### src/rtl/led_pkg.sv
// Shared types and default widths for the LED pattern sequencer.
// The ROM (mem) uses the same address and divisor widths.
package led_pkg;

  localparam int MEM_ADDR = 3;
  localparam int DIV_W    = 24;

  typedef enum logic [1:0] {
    IDLE = 2'd0,
    RUN  = 2'd1,
    DONE = 2'd2
  } state_t;

endpackage

### src/rtl/led_seq_ctrl_if.sv
// Control and status bundle between a host and led_seq_ctrl.
// The host side is master; the sequencer side is slave.
interface led_seq_ctrl_if #(
  parameter int MEM_ADDR = led_pkg::MEM_ADDR,
  parameter int DIV_W    = led_pkg::DIV_W
);

  logic                start;
  logic                stop;
  logic                pause;
  logic                one_shot;
  logic                dir;
  logic [DIV_W-1:0]    div;
  logic                step_req;
  logic [MEM_ADDR-1:0] addr;
  logic                step;
  logic                led_strobe;
  logic                done;
  logic                busy;

  modport master (
    output start, stop, pause, one_shot,
    output dir, div, step_req,
    input  addr, step, led_strobe, done, busy
  );

  modport slave (
    input  start, stop, pause, one_shot,
    input  dir, div, step_req,
    output addr, step, led_strobe, done, busy
  );

endinterface

### src/rtl/led_prescaler.sv
// Step-rate divider: counts 0..divisor and fires tick on the last count.
// hold freezes the count; clear returns it to zero and masks tick.
module led_prescaler #(
  parameter int DIV_W = led_pkg::DIV_W
) (
  input  logic             clk,
  input  logic             rst,
  input  logic             clear,
  input  logic             hold,
  input  logic [DIV_W-1:0] divisor,
  output logic             tick
);

  logic [DIV_W-1:0] cnt;

  assign tick = !clear && !hold &&
                (cnt == divisor);

  always_ff @(posedge clk or posedge rst) begin
    if (rst) begin
      cnt <= '0;
    end else if (clear || tick) begin
      cnt <= '0;
    end else if (!hold) begin
      cnt <= cnt + DIV_W'(1);
    end
  end

endmodule

### src/rtl/led_seq_ctrl.sv
// Walks the LED ROM address as a chase: free-run, one-shot or manual step.
// led_strobe trails step by one cycle to cover the ROM read latency.
module led_seq_ctrl #(
  parameter int MEM_ADDR = led_pkg::MEM_ADDR,
  parameter int DIV_W    = led_pkg::DIV_W
) (
  input  logic           clk,
  input  logic           rst,
  led_seq_ctrl_if.slave  bus
);

  import led_pkg::*;

  state_t              state;
  state_t              state_nxt;
  logic [DIV_W-1:0]    div_l;
  logic                dir_l;
  logic                os_l;
  logic [MEM_ADDR-1:0] origin;
  logic [MEM_ADDR-1:0] addr_q;
  logic [MEM_ADDR-1:0] addr_nxt;
  logic                step_q;
  logic                strobe_q;
  logic                done_q;
  logic                run;
  logic                clear;
  logic                tick;
  logic                go;
  logic                man;
  logic                adv;
  logic                adv_dir;
  logic                fin;

  assign run   = (state == RUN);
  assign clear = !run || bus.stop;

  led_prescaler #(
    .DIV_W (DIV_W)
  ) u_pre (
    .clk     (clk),
    .rst     (rst),
    .clear   (clear),
    .hold    (bus.pause),
    .divisor (div_l),
    .tick    (tick)
  );

  // Terms are mutually exclusive so the decoder below stays unique.
  assign go  = !bus.stop && !run && bus.start;
  assign man = !bus.stop && !run && !bus.start &&
               bus.step_req;
  assign adv = tick || man;

  assign adv_dir  = run ? dir_l : bus.dir;
  assign addr_nxt = adv_dir ? addr_q - MEM_ADDR'(1)
                            : addr_q + MEM_ADDR'(1);
  assign fin      = tick && os_l &&
                    (addr_nxt == origin);

  always_ff @(posedge clk or posedge rst) begin
    if (rst) begin
      state <= IDLE;
    end else begin
      state <= state_nxt;
    end
  end

  always_comb begin
    state_nxt = state;
    unique case (1'b1)
      bus.stop: state_nxt = IDLE;
      go:       state_nxt = RUN;
      fin:      state_nxt = DONE;
      default:  state_nxt = state;
    endcase
  end

  always_comb begin
    bus.busy = run;
  end

  always_ff @(posedge clk or posedge rst) begin
    if (rst) begin
      div_l    <= '0;
      dir_l    <= 1'b0;
      os_l     <= 1'b0;
      origin   <= '0;
      addr_q   <= '0;
      step_q   <= 1'b0;
      strobe_q <= 1'b0;
      done_q   <= 1'b0;
    end else begin
      if (go) begin
        div_l  <= bus.div;
        dir_l  <= bus.dir;
        os_l   <= bus.one_shot;
        origin <= addr_q;
      end
      if (adv) begin
        addr_q <= addr_nxt;
      end
      step_q   <= adv;
      strobe_q <= step_q;
      done_q   <= fin;
    end
  end

  assign bus.addr       = addr_q;
  assign bus.step       = step_q;
  assign bus.led_strobe = strobe_q;
  assign bus.done       = done_q;

endmodule

### src/flat_wrapper.sv
// flat-port wrapper written by rule: the top's interface ports become plain ports
module led_seq_ctrl_flat import led_pkg::*;
#(
  parameter int MEM_ADDR = led_pkg::MEM_ADDR,
  parameter int DIV_W    = led_pkg::DIV_W
)
  (clk, rst, bus_start, bus_stop, bus_pause, bus_one_shot, bus_dir, bus_div, bus_step_req, bus_addr, bus_step, bus_led_strobe, bus_done, bus_busy);
  led_seq_ctrl_if #(.MEM_ADDR(MEM_ADDR), .DIV_W(DIV_W)) bus_i ();
  input  logic clk;
  input  logic rst;
  input wire logic [$bits(bus_i.start)-1:0] bus_start;
  input wire logic [$bits(bus_i.stop)-1:0] bus_stop;
  input wire logic [$bits(bus_i.pause)-1:0] bus_pause;
  input wire logic [$bits(bus_i.one_shot)-1:0] bus_one_shot;
  input wire logic [$bits(bus_i.dir)-1:0] bus_dir;
  input wire logic [$bits(bus_i.div)-1:0] bus_div;
  input wire logic [$bits(bus_i.step_req)-1:0] bus_step_req;
  output wire logic [$bits(bus_i.addr)-1:0] bus_addr;
  output wire logic [$bits(bus_i.step)-1:0] bus_step;
  output wire logic [$bits(bus_i.led_strobe)-1:0] bus_led_strobe;
  output wire logic [$bits(bus_i.done)-1:0] bus_done;
  output wire logic [$bits(bus_i.busy)-1:0] bus_busy;
  assign bus_i.start = bus_start;
  assign bus_i.stop = bus_stop;
  assign bus_i.pause = bus_pause;
  assign bus_i.one_shot = bus_one_shot;
  assign bus_i.dir = bus_dir;
  assign bus_i.div = bus_div;
  assign bus_i.step_req = bus_step_req;
  assign bus_addr = bus_i.addr;
  assign bus_step = bus_i.step;
  assign bus_led_strobe = bus_i.led_strobe;
  assign bus_done = bus_i.done;
  assign bus_busy = bus_i.busy;
  led_seq_ctrl #(.MEM_ADDR(MEM_ADDR), .DIV_W(DIV_W)) u_core (.clk(clk), .rst(rst), .bus(bus_i));
endmodule
### config.mk
export PLATFORM = sky130hd
export DESIGN_NAME = led_seq_ctrl_flat
export DESIGN_NICKNAME = d
export VERILOG_FILES = /design/src/rtl/led_pkg.sv /design/src/rtl/led_seq_ctrl_if.sv /design/src/rtl/led_prescaler.sv /design/src/rtl/led_seq_ctrl.sv /design/src/flat_wrapper.sv
export SDC_FILE = /design/constraint.sdc
export NUM_CORES = 1
export LEC_CHECK = 0
export BUFFER_PORTS_ARGS = -buffer_cell sky130_fd_sc_hd__buf_2
export CAP_MARGIN = 30
export CORE_ASPECT_RATIO = 1.75
export CORE_MARGIN = 1.5
export CORE_UTILIZATION = 45
export CTS_CLUSTER_SIZE = 25
export DETAILED_ROUTE_END_ITERATION = 16
export SLEW_MARGIN = 25
export SYNTH_ARGS = -nofsm -noshare
export SYNTH_HDL_FRONTEND = slang
export SYNTH_SLANG_ARGS = --single-unit
### constraint.sdc
create_clock -name clk -period 3.27 [get_ports clk]
set_clock_uncertainty 0.15 [all_clocks]
set_input_delay 0.327 -clock clk [delete_from_list [all_inputs] [get_ports clk]]
set_output_delay 0.327 -clock clk [all_outputs]
set_load 0.005 [all_outputs]
# Word level (Yosys, flattened, before mapping)
# Index checks and enable logic that the tools add are counted.
# W data, S select, Z words.
op_classes:
  add_sub_neg: 3
  mux: 5
  n_eq_ne: 4
  reduce_logical: 17
ops:
  columns: ["op", "n"]
  rows:
  - ["$mux W24", 2]
  - ["$add A24 B1 Y24 const B", 1]
  - ["$eq A24 B24 Y1", 1]
  - ["$logic_and A1 B1 Y1", 8]
  - ["$pmux W2 S3", 1]
  - ["$logic_not A1 Y1", 5]
  - ["$add A3 B1 Y3 const B", 1]
  - ["$eq A3 B3 Y1", 1]
  - ["$logic_or A1 B1 Y1", 3]
  - ["$mux W3", 1]
  - ["$reduce_bool A3 Y1", 1]
  - ["$sub A3 B1 Y3 const B", 1]
  - ["$eq A2 B1 Y1 const B", 1]
  - ["$ne A2 B1 Y1 const B", 1]
  - ["$mux W1", 1]
word_totals:
  output_inout_bits: 7
  register_bits: 61

# Longest topological paths before layout
# Gate-level depths: netlist of the first run.
depth:
  ltp_word: 9
  mapped_depth: 8
  mapped_depth_nobuf: 7

# Hierarchy
# A second synthesis of the first run with hierarchy kept.
hier_totals:
  cells_unflattened: 270
  hier_area_um2: 3244.4
modules_own_cells:
  columns: ["mod", "cells_per_inst", "area_each_um2", "instances"]
  rows:
  - ["led_prescaler", 163, 1685.4, 1]
  - ["led_seq_ctrl", 107, 1559.0, 1]

# Least setup slack after synthesis of the first run
# No wires, ideal clock.
synth_path:
  kind: "reg-to-reg"
  start: "register u_core.state[1]"
  end: "register u_core.state[0]"
  arrival_time_ps: 1748
  path_buffers: 0
  path_slack_ps: 1248
  required_time_ps: 2996
  setup_time_ps: 124
  period_less_slack_ps: 2022
  stages_incl_launch_ff: 8
  path_cell_list: "dfrtp_1 nand2b_4 mux2i_1 fa_1 xor2_1 nand3_1 nor3_2 o21bai_1"
synth_between:
  elab_chain_cells: 9
  word_cells_on_any_way: 15
  classes_between: "2 x eq/ne; 3 x mux; 10 x reduce/logical"
synth_lines:
  columns: ["item", "line", "source"]
  rows:
  - ["start: declaration", "led_seq_ctrl.sv:14", "state_t state;"]
  - ["start signal: assignment", "led_seq_ctrl.sv:64", "state <= state_nxt;"]
  - ["$eq A2 B1 Y1 *", "led_seq_ctrl.sv:34", "assign run = (state == RUN);"]
  - ["branches (longest 6 deep; another with $mux W3)", null, null]
  - ["$logic_and A1 B1 Y1 *", "led_seq_ctrl.sv:57", "assign fin = tick && os_l &&"]
  - ["named net u_core.fin", "led_seq_ctrl.sv:32", "logic fin;"]
  - ["$pmux W2 S3 or $reduce_bool A3 Y1 (tied branches)", null, null]
# Mark *: on every way through the listed nets, which the timed path passes.
# A chain may end at the register's enable or synchronous reset.

# Worst setup path in the final report of the first run
# Ends and elaborated chain as after synthesis.

==> results by group, run 1 <==
Outcome
  • Status: completed

Die
  • Core Area: 0.00644 sq mm
  • Die area: 0.00712 sq mm
  • I/O pin total: 39
  • DIE HEIGHT: 111 um
  • Starting density of the core: 0.461
  • Num rows: 39
  • Die W: 64.4 um

Layout
  • Layout area overhead: 19.2%
  • Design area: 0.00354 sq mm
  • Diodes inserted: 0
  • FF+latch area: 0.00153 sq mm
  • Final nets: 329
  • Fill cells: 608
  • Multi-input gate area: 0.00137 sq mm
  • Fin util: 0.550
  • Fraction of layout cells with a size suffix above 1: 0.327

Timing
  • Worst-Margin Slew: around 530 ps
  • Setup violators final: 0
  • Min Clock Period, post-route: 2220 ps
  • Fmax achieved: 450 MHz
  • Final hold viol count: 0
  • Max-slew violation count: 0
  • Final period utilization: 0.680
  • Slew headroom: 0.648
  • Sum Neg Setup Slack: 0 ps
  • Worst Slack Setup Final: 1050 ps
  • RSZ-0062 raised after global routing: no

Clocking
  • H-tree depth: 3
  • Clock root cell: clkbuf_16
  • CTS Buf Count: 9
  • Clk pin slew, worst setup/hold paths: 50 ps
  • Clock Path Buffers: 2
  • CTS tree: built
  • CTS Sinks: 61
  • Number of gates resized after CTS: 0
  • Skew-Pair Late Insertion Delay: about 330 ps

Yosys
  • Synthesized net count: 284
  • Number of synthesized flops with an enable pin: 0
  • Cell Area, Synth: 0.00297 sq mm
  • Leading cell types by count after synthesis: 61 x dfrtp_1, 34 x xnor2_1, 26 x mux2_2, 23 x nor2_1, 20 x xor2_1
  • YS warnings: 0
  • Main area contributors after synthesis: dfrtp_1 51%, xnor2_1 10%, mux2_2 9.9%
  • Async S/R FF share, synth: 1.00
  • Avg Inst Size Synth: ~12 sq um
  • Yosys cell types: 40
  • Yosys top cell by area: dfrtp_1
  • Flops & latches, synth: 61
  • Cell count after synthesis: 250
  • Most used flip-flop cell after synthesis: dfrtp_1
  • Most frequent cell after synthesis: dfrtp_1
  • Top cell type's share of synthesized area: 0.514
  • Sequential share of the synthesized area: 0.514

Placement
  • Dpl ws: 1020 ps
  • HPWL after detailed placement: 4.41 mm
  • PortBufs: 38
  • GP Congestion: 0.802
  • Area after DPL: 0.00324 sq mm

Hold path
  • Hold Crit Depth: 2
  • Worst Hold Path EP: u_core.div_l[17]
  • Min-delay src: bus_div[17]
  • Worst Hold Class: in -> reg

GRT
  • Total GRT Usage: 0.190
  • Vias in the first global route: 2,036
  • First-pass GRT wire length: 9.99 mm
  • Largest net degree at the start of global routing: 31
  • Global route overflow: 0
  • Initial antenna violation count: 0

Worst setup path
  • Worst EP arrival: 2280 ps
  • CP Max Fanout: 3
  • Worst r2r src: u_core.state[1]
  • FF-to-FF setup slack: 1050 ps
  • WP data required: 3330 ps
  • Crit path capture type: flip-flop
  • Kind of critical path: reg -> reg
  • Path depth of the worst reg2reg path: 7
  • Crit start category: flip-flop
  • Reg2Reg Capture Point: u_core.state[0]

Run
  • MaxCap Viol Count: 0

Drt
  • Vias after detailed routing: 1,925
  • Vias per inst: 5.04
  • Final wirelength: slightly below 6 mm
  • DRC: 0
  • Post-route ant nets: 0
  • DRT Pass-1 Iters: 4
  • Wire length per cell: 15.4 um
  • 1st-iter DRT viols: 71

Pwr
  • Peak VDD IR: approximately 0.38 mV
  • Pwr dens: 638 mW/mm^2
  • Lkg Pwr: 0.00154 uW
## flip-flops by register name (all words and copies together), names as in the netlist
name / flops
u_core.bus.addr: 3
u_core.bus.done: 1
u_core.bus.led_strobe: 1
u_core.bus.step: 1
u_core.dir_l: 1
u_core.div_l: 24
u_core.origin: 3
u_core.os_l: 1
u_core.state: 2
u_core.u_pre.cnt: 24
## metal layers
layer | part of all wire | GRT usage
met3 | 0.035 | 0.0540
met1 | 0.39 | 0.210
met2 | 0.55 | 0.330
met5 | 0 | 0
met4 | 0.019 | 0.0851
## layout make-up
class,instances,share of cell area
inverter,7,0.00742
tap,82,0.0290
sequential,61,0.431
clock buffer,11,0.0686
timing repair buffer,42,0.0629
clock inverter,5,0.0141
multi-input combinational,174,0.387
## critical path, stage by stage (launching register included)
cell,delay [ps]
dfrtp_1,400
nand2b_4,160
mux2i_1,290
fa_1,500
xor2_1,170
nand3_1,120
nor3_2,230
o21bai_1,90
## cell families (layout without fill, tap and decap cells)
group / count (synthesis) / count (layout) / share of synthesized area
DFF: 61 / 61 / 0.514
adders and majority gates: 2 / 2 / 0.0109
buffers and inverters: 15 / 65 / 0.0269
muxes: 32 / 32 / 0.120
xor gates and xnor gates: 54 / 54 / 0.159
and+or+nand+nor: 82 / 82 / 0.160
AOI/OAI and AO/OA: 4 / 4 / 0.00926
## worst max-delay path by stage
stage                      endpoint  cells after the start  slack, ps       startpoint
finish              u_core.state[0]                      7       1050  u_core.state[1]
global route        u_core.state[0]                      7        890  u_core.state[1]
CTS                 u_core.state[0]                      7       1000  u_core.state[1]
detailed placement  u_core.state[0]                      7       1020  u_core.state[1]
global placement    u_core.state[0]                      7       1020  u_core.state[1]
floorplan           u_core.state[0]                      7       1250  u_core.state[1]
## timing repair
item	in CTS	in global routing
hold endpoints to repair	23	0
setup buffers	0	0
hold buffers	1	0
endpoints found under the setup margin	0	0
## placed cells by master (no fill, tap or decap), types with 2 or more instances in the layout
| cell | instances |
|---|---|
| nor2b_1 | 2 |
| nand3_2 | 2 |
| clkinv_2 | 4 |
| dfrtp_1 | 61 |
| and3_1 | 3 |
| nor4_1 | 2 |
| nand4_1 | 13 |
| nor2_2 | 4 |
| inv_1 | 6 |
| buf_4 | 3 |
| nand3_1 | 10 |
| mux2i_1 | 3 |
| nor2_1 | 23 |
| mux2_2 | 26 |
| clkbuf_16 | 9 |
| xor2_1 | 20 |
| mux2_1 | 3 |
| buf_2 | 38 |
| nand2_1 | 10 |
| xnor2_1 | 34 |
## power breakdown
part	switching, uW	total (uW)	internal [uW]
Combinational	173	389	216
Sequential	86.3	955	868
Clock	310	914	603
Total	569	2260	1690
## through the flow
| step | cells | hold WS (ps) | power (uW) |
|---|---|---|---|
| 2_1_floorplan | 250 | 226 | 1250 |
| 3_3_place_gp | 365 | 218 | 1360 |
| 3_5_place_dp | 365 | 220 | 1370 |
| 4_1_cts | 382 | 54.2 | 2300 |
| 5_1_grt | 382 | 67.5 | 2370 |
| 6_report | 382 | 66.1 | 2260 |
Power figures use the tool's default switching activity.
==> run 2, diff against run 1 <==
Clock period 3.27 ns to 2.15 ns, I/O delays scaled along.
==> run 2 against run 1 <==
First-iteration DRC count fell by 35%. Clock power rose by 44%. Largest cell class unchanged. Highest routed layer unchanged. Largest power group unchanged. Critical path type unchanged. Sequential share of layout area decreased by 4.0 points. Count of clock-buffer cells in the layout rose by 3.
==> results by group, run 2 (synthesis results as in run 1) <==
Clocking
  • Skew-Pair Late Insertion Delay: 320 ps (about the same)
  • CTS Buf Count: 9 (unchanged)
  • Clk pin slew, worst setup/hold paths: 50 ps (about the same)
  • Clock Path Buffers: 2 (unchanged)
  • Clock root cell: clkbuf_16
  • CTS Sinks: 61 (unchanged)
  • H-tree depth: 3 (unchanged)
  • CTS tree: built

Worst setup path
  • Crit start category: flip-flop
  • Kind of critical path: reg -> reg
  • Worst EP arrival: 2090 ps (-190 ps)
  • CP Max Fanout: 3 (unchanged)
  • WP data required: 2200 ps (-1130 ps)
  • Crit path capture type: flip-flop
  • Path depth of the worst reg2reg path: 7 (unchanged)

GRT
  • Global route overflow: 0 (unchanged)
  • Vias in the first global route: 2,089 (+2.6%)
  • Most Used Layer, Global Route: met2
  • Total GRT Usage: 0.192 (+0.00236)
  • Met1 Usage GRT: 0.207 (-0.00322)
  • Largest net degree at the start of global routing: 41 (+32%)
  • Grt met3 use: 0.0468 (-0.00713)
  • Met2 Usage GRT: 0.346 (+0.0160)
  • First-pass GRT wire length: 10.1 mm (+1.5%)
  • Initial antenna violation count: 0 (unchanged)

Timing
  • Final period utilization: 0.948 (+0.268)
  • Slew headroom: 0.676 (+0.0280)
  • RSZ-0062 raised after global routing: yes
  • Setup violators final: 0 (unchanged)
  • Fmax achieved: 491 MHz (+9.1%)
  • Worst-Margin Slew: 485 ps (-40.8 ps)
  • Fin Hold WS: 74.3 ps (+8.19 ps)
  • Max-slew violation count: 0 (unchanged)
  • Min Clock Period, post-route: 2040 ps (-186 ps)
  • Sum Neg Setup Slack: 0 ps (unchanged)
  • Final hold viol count: 0 (unchanged)

Drt
  • Post-route ant nets: 0 (unchanged)
  • Vias after detailed routing: 2,028 (+5.4%)
  • DRC: 0 (unchanged)
  • Wire length per cell: 14.7 um (-4.5%)
  • Vias per inst: 4.91 (-2.6%)
  • 1st-iter DRT viols: 46 (-35%)
  • DRT Pass-1 Iters: 4 (unchanged)
  • Final wirelength: 6.06 mm (+3.2%)

Outcome
  • Status: completed

Layout
  • Final nets: 361 (+9.7%)
  • Leading cell type in the layout, fill and taps excluded: dfrtp_1
  • Layout area overhead: 31.3%
  • Largest regs: u_core.div_l: 24 flops, u_core.u_pre.cnt: 24 flops
  • Diodes inserted: 0 (unchanged)
  • Commonest cells after routing, fill and taps aside: 61 x dfrtp_1, 38 x buf_2, 33 x xnor2_1, 27 x dlygate4sd3_1, 26 x mux2_2
  • Fraction of layout cells with a size suffix above 1: 0.314 (-0.0125)

Hold path
  • Hold Crit Depth: 3 (+1)
  • Worst Hold Class: in -> reg

Pwr
  • Lkg Pwr: 0.00169 uW (+9.9%)
  • Pwr dens: 892 mW/mm^2 (+40%)
  • Peak VDD IR: 0.832 mV (+120%)

Die
  • Starting density of the core: 0.461 (unchanged)
  • Die W: 64.4 um (unchanged)
  • Die area: 0.00712 sq mm (unchanged)
  • I/O pin total: 39 (unchanged)
  • Core Area: 0.00644 sq mm (unchanged)
  • DIE HEIGHT: 111 um (unchanged)
  • Num rows: 39 (unchanged)

Run
  • MaxCap Viol Count: 0 (unchanged)

Placement
  • PortBufs: 38 (unchanged)
  • GP Congestion: 0.779 (-2.8%)
  • HPWL after detailed placement: 4.28 mm (-2.9%)
-- run 2: cell types whose count changed in the layout (fill, tap and decap cells not counted), moves of 2 or more --
cell,before,now
clkbuf_8,1,3
clkinv_2,4,1
buf_4,3,5
buf_12,0,4
dlygate4sd3_1,1,27
-- run 2: where the power goes --
part           switching (uW)  internal [uW]
clock                     459            864
combinational             288            416
sequential                133           1320
-- run 2: worst paths after layout --
kind | start | endpoint | slack (ps)
worst min register to register | u_core.bus.step | u_core.bus.led_strobe | 220
worst min-delay path | bus_start | u_core.state[1] | 70
worst max register to register | u_core.state[0] | u_core.state[0] | 110
min in group asynchronous | rst | u_core.bus.led_strobe | 320
worst max-delay path | u_core.state[0] | u_core.state[0] | 110
max in group asynchronous | rst | u_core.u_pre.cnt[7] | 960
-- run 2: final cells by class --
class                      instances  area (sq um)
timing repair buffer              74           578
tap                               82           103
fill                             568          2540
clock buffer                      14           274
multi-input combinational        174          1390
inverter                           7          26.3
sequential                        61          1530
clock inverter                     1          5.00
-- run 2: worst max-delay path, cell delays in order (launching register included) --
cell and delay [ps]:
dfrtp_1 410, nand2b_4 110, mux2i_4 240, fa_1 470, xor2_1 160, nand3_1 100, nor3_2 180, o21bai_1 90
-- run 2: per-layer routing --
layer / wire length, um / up-vias / share of wire
met3: 180 / 9 / 0.030
met4: 129 / 0 / 0.021
met5: 0 / - / 0
li1: - / 997 / -
met1: 2320 / 991 / 0.38
met2: 3430 / 31 / 0.57
-- run 2: through the flow --
step | setup WS, ps | utilization | std cells | total power (uW) | instance area [sq um]
5_1_grt | -3.01 | 0.606 | 413 | 3660 | 3900
3_3_place_gp | 94.7 | 0.515 | 369 | 2080 | 3320
4_1_cts | 20.5 | 0.600 | 411 | 3480 | 3870
3_5_place_dp | 28.3 | 0.515 | 369 | 2090 | 3320
2_1_floorplan | 128 | - | 250 | 1900 | 2970
6_report | 112 | 0.606 | 413 | 3480 | 3900
-- run 2: timing repair --
item / in CTS / in global routing
buffers inserted: 0 / 2
setup endpoints to repair: 0 / 2
hold buffers: 27 / 0
endpoints found under the hold margin: 47 / 0
gates resized for setup: 0 / 3
